### src/rtl/multicyc_mem_ctrl_pkg.sv
// Shared types for the multicycle memory controller: FSM states,
// access kinds and the request-priority helper.
package MultcycCtrl;

  typedef enum logic [1:0] {
    IDLE = 2'd0,
    BUS  = 2'd1,
    DONE = 2'd2
  } memctrl_state_t;

  // KIND_LOAD is encoded as zero so the reset value of the latched kind is a load
  typedef enum logic [1:0] {
    KIND_LOAD  = 2'd0,
    KIND_FETCH = 2'd1,
    KIND_WR    = 2'd2
  } access_kind_t;

  // Stores win over instruction fetches, which win over data loads
  function automatic access_kind_t selectKind(input logic wr, input logic fetch);
    if (wr) begin
      return KIND_WR;
    end else if (fetch) begin
      return KIND_FETCH;
    end
    return KIND_LOAD;
  endfunction

endpackage

### src/rtl/multicyc_mem_ctrl.sv
// Multicycle-CPU memory controller: accepts one fetch/load/store from the
// MCU, runs it on the external bus with an ack timeout, and holds the MCU
// stalled until the result is in the instruction or memory data register.
module multicyc_mem_ctrl
  import MultcycCtrl::*;
#(
  parameter int TIMEOUT = 16
) (
  input  logic        clk,
  input  logic        reset_n,
  input  logic        mem_rd,
  input  logic        mem_wr,
  input  logic        ir_we,
  input  logic [31:0] mem_addr,
  input  logic [31:0] mem_wdata,
  output logic        mem_stall,
  output logic [31:0] instr,
  output logic [31:0] mem_data,
  output logic        addr_err,
  output logic        bus_err,
  output logic        bus_req,
  output logic        bus_we,
  output logic [31:0] bus_addr,
  output logic [31:0] bus_wdata,
  input  logic [31:0] bus_rdata,
  input  logic        bus_ack
);

  localparam int CW = $clog2(TIMEOUT + 1);
  localparam logic [CW-1:0] CNT_LAST = CW'(TIMEOUT - 1);

  memctrl_state_t state_q, state_d;
  access_kind_t   kind_q, kind_d;
  logic [31:0]    addr_q, addr_d;
  logic [31:0]    wdata_q, wdata_d;
  logic [CW-1:0]  cnt_q, cnt_d;
  logic [31:0]    instr_q, instr_d;
  logic [31:0]    memData_q, memData_d;
  logic           addrErr_q, addrErr_d;
  logic           busErr_q, busErr_d;
  logic           reqPresent;

  assign reqPresent = mem_wr | ir_we | mem_rd;

  assign instr    = instr_q;
  assign mem_data = memData_q;
  assign addr_err = addrErr_q;
  assign bus_err  = busErr_q;

  // Next-state, register updates and bus/stall outputs for the IDLE/BUS/DONE flow
  always_comb begin
    state_d   = state_q;
    kind_d    = kind_q;
    addr_d    = addr_q;
    wdata_d   = wdata_q;
    cnt_d     = cnt_q;
    instr_d   = instr_q;
    memData_d = memData_q;
    addrErr_d = addrErr_q;
    busErr_d  = busErr_q;
    mem_stall = 1'b0;
    bus_req   = 1'b0;
    bus_we    = 1'b0;
    bus_addr  = 32'd0;
    bus_wdata = 32'd0;

    unique case (state_q)
      IDLE: begin
        if (reqPresent) begin
          mem_stall = 1'b1;
          kind_d    = selectKind(mem_wr, ir_we);
          addr_d    = mem_addr;
          wdata_d   = mem_wdata;
          if (mem_addr[1:0] == 2'b00) begin
            cnt_d   = '0;
            state_d = BUS;
          end else begin
            addrErr_d = 1'b1;
            state_d   = DONE;
          end
        end
      end

      BUS: begin
        mem_stall = 1'b1;
        bus_req   = 1'b1;
        bus_we    = (kind_q == KIND_WR);
        bus_addr  = addr_q;
        bus_wdata = wdata_q;
        if (bus_ack) begin
          if (kind_q == KIND_FETCH) begin
            instr_d = bus_rdata;
          end else if (kind_q == KIND_LOAD) begin
            memData_d = bus_rdata;
          end
          state_d = DONE;
        end else if (cnt_q == CNT_LAST) begin
          busErr_d = 1'b1;
          if (kind_q == KIND_FETCH) begin
            instr_d = 32'd0;
          end
          state_d = DONE;
        end else begin
          cnt_d = cnt_q + CW'(1);
        end
      end

      DONE: begin
        state_d = IDLE;
      end

      default: begin
        state_d = IDLE;
      end
    endcase
  end

  // All controller state, cleared asynchronously so a reset mid-BUS drops bus_req at once
  always_ff @(posedge clk or negedge reset_n) begin
    if (!reset_n) begin
      state_q   <= IDLE;
      kind_q    <= KIND_LOAD;
      addr_q    <= 32'd0;
      wdata_q   <= 32'd0;
      cnt_q     <= '0;
      instr_q   <= 32'd0;
      memData_q <= 32'd0;
      addrErr_q <= 1'b0;
      busErr_q  <= 1'b0;
    end else begin
      state_q   <= state_d;
      kind_q    <= kind_d;
      addr_q    <= addr_d;
      wdata_q   <= wdata_d;
      cnt_q     <= cnt_d;
      instr_q   <= instr_d;
      memData_q <= memData_d;
      addrErr_q <= addrErr_d;
      busErr_q  <= busErr_d;
    end
  end

endmodule

### config.mk
export PLATFORM = sky130hd
export DESIGN_NAME = multicyc_mem_ctrl
export DESIGN_NICKNAME = d
export VERILOG_FILES = /design/src/rtl/multicyc_mem_ctrl_pkg.sv /design/src/rtl/multicyc_mem_ctrl.sv
export SDC_FILE = /design/constraint.sdc
export NUM_CORES = 1
export LEC_CHECK = 0
export ABC_AREA = 1
export BUFFER_PORTS_ARGS = -buffer_cell sky130_fd_sc_hd__buf_2
export CAP_MARGIN = 20
export CORE_MARGIN = 2
export CORE_UTILIZATION = 32
export CTS_BUF_LIST = sky130_fd_sc_hd__clkbuf_2
export CTS_CLUSTER_SIZE = 16
export DETAILED_ROUTE_END_ITERATION = 10
export PLACE_DENSITY_LB_ADDON = 0.25
export SLEW_MARGIN = 20
export SYNTH_ARGS = -nofsm -noshare
export SYNTH_HDL_FRONTEND = slang
export SYNTH_SLANG_ARGS = --single-unit
### constraint.sdc
create_clock -name clk -period 1.64 [get_ports clk]
set_input_delay 0.164 -clock clk [delete_from_list [all_inputs] [get_ports clk]]
set_output_delay 0.164 -clock clk [all_outputs]
set_load 0.01 [all_outputs]
== Word level (Yosys, flattened, before mapping) ==
Index checks and enable logic that the tools add are counted.
Storage, ports and cells
  bits of input ports: 102
  register bits: 139
  logic and storage cells: 63
  output and inout bits: 133
Cells by class
  reductions and logical operators: 12
  bitwise operators: 5
  equal/unequal tests: 9
  mux-type cells: 27
  add/sub/neg operators: 1
Operator list (count)
  2-to-1 mux 32 bit: 6
  2-to-1 mux 5 bit: 4
  2-to-1 mux 2 bit: 7
  one-hot mux 5 bit (2 select lines): 1
  AND reduction 3 bit: 3
  inequality test 2 bit, second input constant: 4
  2-to-1 mux 1 bit: 7
  zero test 2 bit: 3
  adder 5 x 1 -> 5 bit, second input constant: 1
  equality test 5 x 4 -> 1 bit, second input constant: 1
  AND reduction 5 bit: 1
  equality test 2 x 1 -> 1 bit, second input constant: 2
  one-hot mux 2 bit (2 select lines): 1
  AND reduction 2 bit: 2
  AND reduction 4 bit: 1
  nonzero test 2 bit: 2
  inequality test 3 bit, second input constant: 1
  inverter 1 bit: 3
  equality test 2 bit, second input constant: 1
  OR 1 bit: 2
  one-hot mux 1 bit (2 select lines): 1

== Logic depth before layout (Yosys ltp) ==
  depth after elaboration: 5
  gate-level depth with buffers: 10
  depth with buffers taken out: 9

== Worst setup path after synthesis ==
OpenSTA, ideal clock, no wires.
  path kind: flip-flop to flip-flop
  start point: reg cnt_q[0]
  end point: reg instr_q[10] (netlist: instr[10])
  required time: 1519 ps
  buffers on the path: 1
  path slack: 66 ps
  period minus slack after synthesis: 1574 ps
  cell stages (with the launch flop): 10
  setup time: 121 ps
  arrival: 1453 ps
  path through: dfrtp_1 -> ha_1 -> nand2_1 -> nor2_1 -> ha_1 -> nor2_4 -> nor2_4 -> nand2_4 -> buf_2 -> o21ai_1
Between the ends
  cells in the longest elaborated chain, start to end: 3
RTL lines
  from (decl): line multicyc_mem_ctrl.sv:36  | logic [CW-1:0] cnt_q, cnt_d;
  from (signal assigned): line multicyc_mem_ctrl.sv:135  | cnt_q <= cnt_d;
  equality test 5 x 4 -> 1 bit: line multicyc_mem_ctrl.sv:97  | end else if (cnt_q == CNT_LAST) begin
  nonzero test 2 bit (no source line)
  AND reduction 3 bit (no source line)
  to (signal assigned): line multicyc_mem_ctrl.sv:136  | instr_q <= instr_d;
  to (decl): line multicyc_mem_ctrl.sv:37  | logic [31:0] instr_q, instr_d;
No other way between the ends.
A chain may end at the register's enable or synchronous reset.

== Worst setup path in the final report ==
  start point: reg state_q[0]
  end point: out bus_wdata[0]
Between the ends
  cells in the longest elaborated chain, start to end: 2
RTL lines
  from (decl): line multicyc_mem_ctrl.sv:32  | memctrl_state_t state_q, state_d;
  from (signal assigned): line multicyc_mem_ctrl.sv:131  | state_q <= state_d;
  equality test 2 x 1 -> 1 bit: line multicyc_mem_ctrl.sv:67  | unique case (state_q)
  2-to-1 mux 32 bit: line multicyc_mem_ctrl.sv:67
  to (decl): line multicyc_mem_ctrl.sv:24  | output logic [31:0] bus_wdata,
No other way between the ends.

==> out/metrics.yaml <==
clocking:
  worstSkewPairLatency_ns: 0.67
  clkTransAtPathRegs_ns: 0.24
  cts_buffers: 17
  clock_path_buffers: 2
  cts_tree: "yes"
  cts_sinks: 139
  cts_root_buffer: "clkbuf_2"
  htreeDepth: 4
sta:
  slew-limit-headroom_pct: 72.8
  rsz0062_at_grt: "true"
  hold_viol_final: 0
  finalCritPeriodShare_pct: 115
  setup_slack_ns: -0.249
  timing.fmax_ghz: 0.529
  tightest_slew_ns: 0.409
  setup_violations: 92
  finalClockSkew_ns: 0.0396
  post-route-min-period_ns: 1.89
  drv_slew: 0
final_layout:
  nNetsFinal: 1149
  fillCellCount: 1764
  drive_above_1_share_pct: 37.3
  register_area_um2: 3480
  multiInputGateArea_um2: 2080
  postLayoutCellArea_um2: 9240
  syn_to_final_growth_pct: 51.6
  antenna_cells: 0
power_and_ir_drop:
  power_uw: 13100
  p_sw_uw: 5100
  seqPwrFrac_pct: 41.8
  p_leak_uw: 0.00500
  peakVddDrop_v: 0.000637
  combPwrFrac_pct: 41.7
  swShare_pct: 39.0
  pwr-share-clk_pct: 16.5
  power.density_nw_per_um2: 1420
  power.internal_uw: 7990
drt:
  avgViaCountPerCell: 4.24
  wl_um: 16800
  wl_per_cell_um: 13.0
  drt_iter0_markers: 137
  via_count: 5472
  antenna_left: 0
  dr.pass1.iters: 4
  route.detailed.drc: 0
placed_design:
  dpl-instance-area_um2: 7560
  dpl.hpwl_um: 10900
  gp_congestion: 0.722
  portBuffers: 234
setup_path:
  critPathKind: "reg2out"
  timing.rr.start: "cnt_q[0]"
  cp_cell_sequence: "nand2_8, buf_12, nor2_1, buf_2"
  startpoint_type: "flop"
  worst_path_max_delay_cell: "dfrtp_2"
  crit_required_ns: 1.48
  crit_buf_inv: 2
  end_kind: "output port"
  crit_fanout: 42
  critical_path.startpoint: "state_q[0]"
  max_stage_delay_ns: 0.50
  path_delay_family: "flip-flops"
  worst_ep_arrival_time_ns: 1.73
job:
  maxCapViolCount: 0
logic_synthesis:
  avgSynthCellArea_um2: 8.87
  syn_inst: 687
  ys_ff_latch: 139
  yosysWarnings: 0
  synth_fp_nets: 791
  ys_types: 25
  syn_area_um2: 6090
  ys_seq_area_share_pct: 57.1
min_path:
  hold_path_class: "in2reg"
  min_from: "mem_addr[6]"
floorplan:
  start_util_pct: 32.6
  coreArea_um2: 18700
  die_h_um: 142
  die_w_um: 142
  ios: 235
  die-area_um2: 20200
  rows: 50
grt:
  gr-total-overflow: 0
  grt_pass1_vias: 5446
  grt_max_degree: 43
  grt_usage_pct: 16.5
  grt_pass1_wl_um: 26500
  antenna_found_initial: 0
outcome:
  violations: "setup timing"
  status: "complete, but fails checks"
-- path summary, 6_finish.rpt --
kind	to	slack [ns]	depth (start not counted)
worst max-delay path	bus_wdata[0]	-0.25	4
worst min-delay path	addr_q[6]	0.22	4
worst max register to register	instr[31]	-0.05	10
worst min register to register	bus_err	0.50	1
max in group asynchronous	addr_q[8]	0.79	4
min in group asynchronous	mem_data[10]	0.61	4
-- flip-flops by register name, summed over array words and instances (netlist names) --
signal    count
instr        32
cnt_q         5
mem_data     32
wdata_q      32
addr_err      1
state_q       2
addr_q       32
bus_err       1
kind_q        2
-- through the flow --
step	cells	worst slack, ns	utilization [%]	hold slack, ns	setup TNS [ns]
detailed placement	1142	-0.0405	40.4	0.117	-0.517
finish	1292	-0.249	49.4	0.222	-14.60
CTS	1288	-0.338	48.3	0.113	-20.46
global placement	1142	0.00804	40.4	0.117	0
floorplan	687	0.0661	-	-0.132	0
global route	1292	-0.420	49.4	0.132	-29.62
-- tightest hold or removal path: stages --
cell and delay, ns:
dlygate4sd3_1 0.52, buf_2 0.09, nand2_1 0.04, o21ai_1 0.07
-- Yosys cell counts --
library cell	count	area share (%)
nand3_4	1	0.29
o21ai_0	11	0.90
o21ai_2	32	4.6
o21bai_1	1	0.12
o22ai_1	1	0.10
inv_4	1	0.10
buf_6	18	3.3
nand2_4	3	0.55
nor2_2	1	0.10
or2_2	2	0.21
a31o_2	1	0.14
dfrtp_1	139	57
buf_2	6	0.49
buf_4	5	0.62
nand3_1	8	0.66
inv_1	105	6.5
inv_2	1	0.062
nand4_1	1	0.10
nor2_4	3	0.55
o21ai_1	87	7.1
ha_1	2	0.41
nor2_1	74	4.6
nand2_2	1	0.10
clkbuf_1	8	0.49
nand2_1	175	11
-- cells by family (layout without fill, tap and decap cells) --
group | count (synthesis) | after routing | share of synthesized area (%)
buffers and inverters | 144 | 515 | 11.6
AND/OR/NAND/NOR | 269 | 269 | 17.9
adder cells (fa/ha/maj) | 2 | 2 | 0.411
flip-flops | 139 | 139 | 57.1
AO/OA/AOI/OAI | 133 | 133 | 13.0
-- cell type report --
| type | instances | share of cell area, % |
|---|---|---|
| Timing Repair Buffer | 376 | 29.4 |
| Inverter | 107 | 4.42 |
| Sequential cell | 139 | 37.7 |
| Multi-Input combinational cell | 404 | 22.5 |
| Clock inverter | 15 | 1.88 |
| Tap cell | 234 | 3.17 |
| Clock buffer | 17 | 0.921 |
-- power groups by stage --
stage	Sequential [uW]	Combinational, uW	Clock (uW)
CTS	5420	5330	2270
finish	5470	5460	2160
detailed placement	5480	4930	0
global placement	5480	4850	0
global route	5640	6140	2410
floorplan	5740	3000	0
-- metal layers --
metal	vias up	routed length, um	share of wire [%]	GRT usage, %
met5	-	0	0	0
met4	0	145	0.87	4.37
met3	11	1200	7.2	5.38
met2	181	7620	45	26.9
met1	2463	7790	46	21.3
li1	2817	-	-	-
-- cells in the final DEF, fill, tap and decap left out, types with 2 or more instances in the layout --
cell type,n
buf_12,10
buf_2,230
buf_4,18
buf_6,11
bufinv_16,3
clkbuf_2,17
clkinv_1,3
clkinv_2,2
clkinv_4,4
clkinvlp_4,2
dfrtp_1,138
dlygate4sd3_1,104
ha_2,2
inv_1,104
inv_6,3
nand2_1,149
nand2_2,25
nand2_4,2
nand2_8,3
nand3_1,8
nor2_1,60
nor2_2,13
nor2_4,5
o21ai_0,11
o21ai_1,83
o21ai_2,36
-- repair_timing --
item,4_1_cts,5_1_grt
hold endpoints to repair,274,0
pin swaps,3,8
buffers inserted,7,3
gates cloned,2,1
hold buffers,105,0
endpoints found under the setup margin,94,105
gates resized for setup,19,53
No activity file was read; power rests on OpenSTA's default activity.
